<file path="config.mk">
export PLATFORM = sky130hd
export DESIGN_NAME = if_fetch
export DESIGN_NICKNAME = d
export VERILOG_FILES = /design/src/rtl/if_fetch.sv
export SDC_FILE = /design/constraint.sdc
export NUM_CORES = 1
export LEC_CHECK = 0
export ABC_AREA = 1
export CAP_MARGIN = 20
export CORE_MARGIN = 3
export CORE_UTILIZATION = 35
export DETAILED_ROUTE_END_ITERATION = 10
export PLACE_DENSITY_LB_ADDON = 0.25
export SYNTH_ARGS = -nofsm -noshare
export SYNTH_HDL_FRONTEND = slang
export SYNTH_SLANG_ARGS = --single-unit
</file>
<file path="constraint.sdc">
create_clock -name clk -period 1.66 [get_ports clk]
set_clock_uncertainty 0.05 [all_clocks]
set_input_delay 0.249 -clock clk [delete_from_list [all_inputs] [get_ports clk]]
set_output_delay 0.249 -clock clk [all_outputs]
set_load 0.05 [all_outputs]
</file>
<file path="src/rtl/if_fetch.sv">
// Instruction-fetch stage: owns the PC, issues word fetches over a req/ack port
// and holds one fetched instruction until the pipeline accepts it.
module if_fetch #(
   parameter logic [31:0] RESET_PC = 32'h0000_0000
) (
   input  logic        clk,
   input  logic        rst,
   input  logic        stall_i,
   input  logic        be_i,
   input  logic [31:0] baddr_i,
   output logic        imem_req_o,
   output logic [31:0] imem_addr_o,
   input  logic        imem_ack_i,
   input  logic [31:0] imem_rdata_i,
   output logic        valid_o,
   output logic [31:0] pc_o,
   output logic [31:0] inst_o
);

   typedef enum logic {
      FETCH = 1'b0,
      FULL  = 1'b1
   } state_t;

   state_t      state_q, state_d;
   logic [31:0] addr_q, addr_d;
   logic        drop_q, drop_d;
   logic [31:0] redir_q, redir_d;
   logic        valid_q, valid_d;
   logic [31:0] pc_q, pc_d;
   logic [31:0] inst_q, inst_d;
   logic [31:0] target;

   assign target = baddr_i & ~32'h3;

   always_comb begin
      // NOTE: every _d starts from its _q so no branch can leave one unassigned and infer a latch.
      state_d = state_q;
      addr_d  = addr_q;
      drop_d  = drop_q;
      redir_d = redir_q;
      valid_d = valid_q;
      pc_d    = pc_q;
      inst_d  = inst_q;

      case (state_q)
         FETCH: begin
            if (imem_ack_i && drop_q) begin
               // Stale fetch returned: go to the newest redirect target.
               drop_d = 1'b0;
               addr_d = be_i ? target : redir_q;
            end else if (imem_ack_i && be_i) begin
               addr_d = target;
            end else if (imem_ack_i) begin
               pc_d    = addr_q;
               inst_d  = imem_rdata_i;
               valid_d = 1'b1;
               addr_d  = addr_q + 32'd4;
               state_d = FULL;
            end else if (be_i) begin
               // Address must stay stable until the ack, so park the target.
               drop_d  = 1'b1;
               redir_d = target;
            end
         end
         FULL: begin
            if (be_i) begin
               valid_d = 1'b0;
               addr_d  = target;
               state_d = FETCH;
            end else if (!stall_i) begin
               valid_d = 1'b0;
               state_d = FETCH;
            end
         end
         default: state_d = FETCH;
      endcase
   end

   always_ff @(posedge clk) begin
      // NOTE: sequential state uses non-blocking assignments only, so every flop samples pre-edge values.
      if (rst) begin
         state_q <= FETCH;
         addr_q  <= RESET_PC;
         drop_q  <= 1'b0;
         redir_q <= '0;
         valid_q <= 1'b0;
         pc_q    <= '0;
         inst_q  <= '0;
      end else begin
         state_q <= state_d;
         addr_q  <= addr_d;
         drop_q  <= drop_d;
         redir_q <= redir_d;
         valid_q <= valid_d;
         pc_q    <= pc_d;
         inst_q  <= inst_d;
      end
   end

   assign imem_req_o  = (state_q == FETCH) && !rst;
   assign imem_addr_o = addr_q;
   assign valid_o     = valid_q;
   assign pc_o        = pc_q;
   assign inst_o      = inst_q;

endmodule

</file>
==> metrics <==
met1 wire length 9910 um; Post-Syn Nets 1030; DR vias/cell 5.02; crit path kind reg2reg; final net count 1272; minimum clock period 1.73 ns; first-pass GRT wire length 35700 um; wire length on met2 11400 um; Top-Level Pins 167; final global-route overflow total 0; Power Density 1050 nW/um^2; class of the worst hold path in2reg; Root Buffer clkbuf_16; Final TNS setup -0.326 ns; Worst setup EP type flip-flop; area delta synth->final 51.5%; Syn Inst Count 960; placed cells 1406; initial antenna violation count 0; total power 10.4 mW; Initial Util 36.0%; startpoint type of the worst setup path flip-flop; pin count of the biggest net entering global routing 43; RSZ-0062 raised after global routing yes; DRC Markers 0; failing checks negative setup slack; worst-path maximum fanout 5; slew of the pin with the lowest slew margin 0.383 ns; Syn Area/Cell 6.81 um^2; final hold violations 0; Clk pwr share 39.9%; Met3 Wirelength 1420 um; CTS sink cnt 131; sequential share of the synthesized area 40.1%; TritonCTS clock tree done; vias in the first global route 6723; Max Freq 577 MHz; cts bufs inserted 17; n_diodes 0; mapped cell area 6540 um^2; die width 143 um; DR top layer met4; P_int 7.08 mW; Comb power frac 25.5%; router iterations before antenna repair 5; gr usage total 22.4%; Leak 4.38 nW; DRT iter0 DRCs 518; headroom to the max-slew limit 74.3%; RePlAce Congestion 0.950; max-cap violations 0; Max VDD drop 0.708 mV; Final Setup Violations 9; clock slew at reported path FFs 0.06 ns; Critical Path RT 1.96 ns; Post-Layout Cell Count 1444; Die H 143 um; H-tree depth 4; Yosys warnings 0; run status complete, but fails checks; final WL 23300 um; Setup WS post-layout -0.0735 ns; WHS 0.358 ns; top-area cell type share of the netlist area 40.1%; WL/cell 16.2 um; sw power 3.31 mW; largest cells by area after synthesis dfxtp_1 (40%), nand2_1 (10%), o21ai_0 (9.2%); Yosys top cell by area dfxtp_1; row count 49; Worst EP arrival 2.03 ns; vias 7243; Max clock buf depth 2; Buffers on Ports 164; Final period util 104%; worst skew pair latency 0.42 ns; Core Region 18100 um^2; sw frac 31.8%; Synth Register Bits 131; Final ANT Viol Nets 0; synth unique cells 39; Die Area 20400 um^2; fin. max-slew vios 0; DP HPWL 17000 um; layout cell share with drive strength beyond 1 28.6%; sequential power share 34.7%
-- metrics by stage --
| step | instance area [um^2] | utilization, % | setup slack [ns] |
|---|---|---|---|
| after global placement | 9010 | 49.7 | -0.355 |
| after CTS | 9760 | 53.8 | -0.0535 |
| final | 9900 | 54.6 | -0.0735 |
| after detailed placement | 9010 | 49.7 | -0.418 |
| after global routing | 9900 | 54.6 | -0.175 |
| after floorplan | 6590 | - | 0.00576 |
-- what timing repair did --
action	4_1_cts	5_1_grt
hold buffers	0	0
hold endpoints to repair	0	0
resized for setup	19	35
endpoints found under the setup margin	14	91
pin swaps	11	13
setup buffers	3	3
-- state kept, by name, summed over array words and instances, names as in the netlist --
name / count
pc_o: 32
state_q: 1
imem_addr_o: 32
drop_q: 1
inst_o: 32
redir_q: 32
valid_o: 1
-- layout make-up --
type | count | area [um^2]
fill | 1762 | 8240
multi-input combinational | 678 | 3450
sequential | 131 | 2670
timing repair buffer | 281 | 2490
clock buffer | 21 | 480
inverter | 93 | 349
tap | 229 | 287
clock inverter | 11 | 173
-- critical path, stage by stage (launching register included) --
cell and delay (ns):
dfxtp_4 0.37, ha_4 0.15, nand2_4 0.06, nor2_4 0.11
nand2_4 0.10, nor2_4 0.23, nand2_2 0.08, nand2_2 0.07
nand3_2 0.08, nand2_1 0.07, nand2_1 0.05, nand2_1 0.07
nand2_2 0.06, a21oi_2 0.13
-- power by group through the flow --
stage	Sequential, mW	Combinational, mW	Clock (mW)
after detailed placement	3.65	2.58	0
after floorplan	4.34	0.813	0
after global placement	3.65	2.56	0
final	3.60	2.64	4.14
after global routing	3.63	2.83	4.36
after CTS	3.59	2.62	4.20
-- kinds of logic (layout without fill, tap and decap cells) --
| family | count (synthesis) | after routing | share of synthesized area [%] |
|---|---|---|---|
| adders and majority gates | 1 | 1 | 0.191 |
| and+or+nand+nor | 370 | 370 | 24.5 |
| buffers and inverters | 151 | 406 | 9.62 |
| DFF | 131 | 131 | 40.1 |
| xor gates and xnor gates | 4 | 4 | 0.536 |
| AOI/OAI and AO/OA | 303 | 303 | 25.1 |
-- layer usage --
metal	vias up	GRT usage, %
li1	3653	-
met1	3301	28.6
met2	238	37.4
met3	51	4.42
met4	0	8.40
met5	-	0
-- final timing paths --
path / slack, ns / depth (start not counted) / end / startpoint
max reg2reg: -0.07 / 13 / imem_addr_o[22]$_SDFFE_PP0P_ / imem_addr_o[3]$_SDFFE_PP0P_
min: 0.36 / 3 / inst_o[12]$_SDFFE_PP0P_ / imem_rdata_i[12]
min reg2reg: 0.39 / 2 / redir_q[18]$_SDFFE_PP0P_ / redir_q[18]$_SDFFE_PP0P_
max: -0.07 / 13 / imem_addr_o[22]$_SDFFE_PP0P_ / imem_addr_o[3]$_SDFFE_PP0P_
-- Yosys cell counts --
library cell / number
o221ai_1: 1
ha_1: 1
nand2_2: 4
o32ai_1: 2
nor2_4: 10
and2_1: 1
buf_1: 2
a221oi_1: 3
inv_2: 9
nor3_1: 3
a31o_1: 1
xor2_1: 4
nor2_8: 2
nand3b_1: 1
nand2_1: 175
a21oi_1: 116
or2_2: 1
o22ai_1: 8
buf_6: 2
buf_4: 5
nor2_1: 130
a211oi_1: 4
o21ai_0: 120
buf_2: 23
o21bai_1: 1
clkbuf_1: 26
nor2_2: 5
nand3_1: 33
clkinv_1: 1
o31ai_1: 1
nand2_4: 3
inv_1: 83
a31oi_1: 9
a21oi_2: 4
a21boi_0: 5
nand4_1: 2
o21ai_1: 15
dfxtp_1: 131
o211ai_1: 13
-- layout by cell type, fill, tap and decap left out, drive strengths merged, types with 2 or more instances in the layout --
| cell type | instances |
|---|---|
| nand2 | 182 |
| nand4 | 2 |
| a21boi | 5 |
| bufinv | 4 |
| a221oi | 3 |
| nor3 | 3 |
| xor2 | 4 |
| o21ai | 135 |
| o32ai | 2 |
| nand3 | 33 |
| a21oi | 120 |
| clkbuf | 21 |
| nor2 | 147 |
| a31oi | 9 |
| clkdlybuf4s50 | 64 |
| o211ai | 13 |
| clkinv | 6 |
| inv | 93 |
| a211oi | 4 |
| dfxtp | 131 |
| dlymetal6s2s | 2 |
| buf | 215 |
| o22ai | 8 |
No activity file was read; power rests on OpenSTA's default activity.
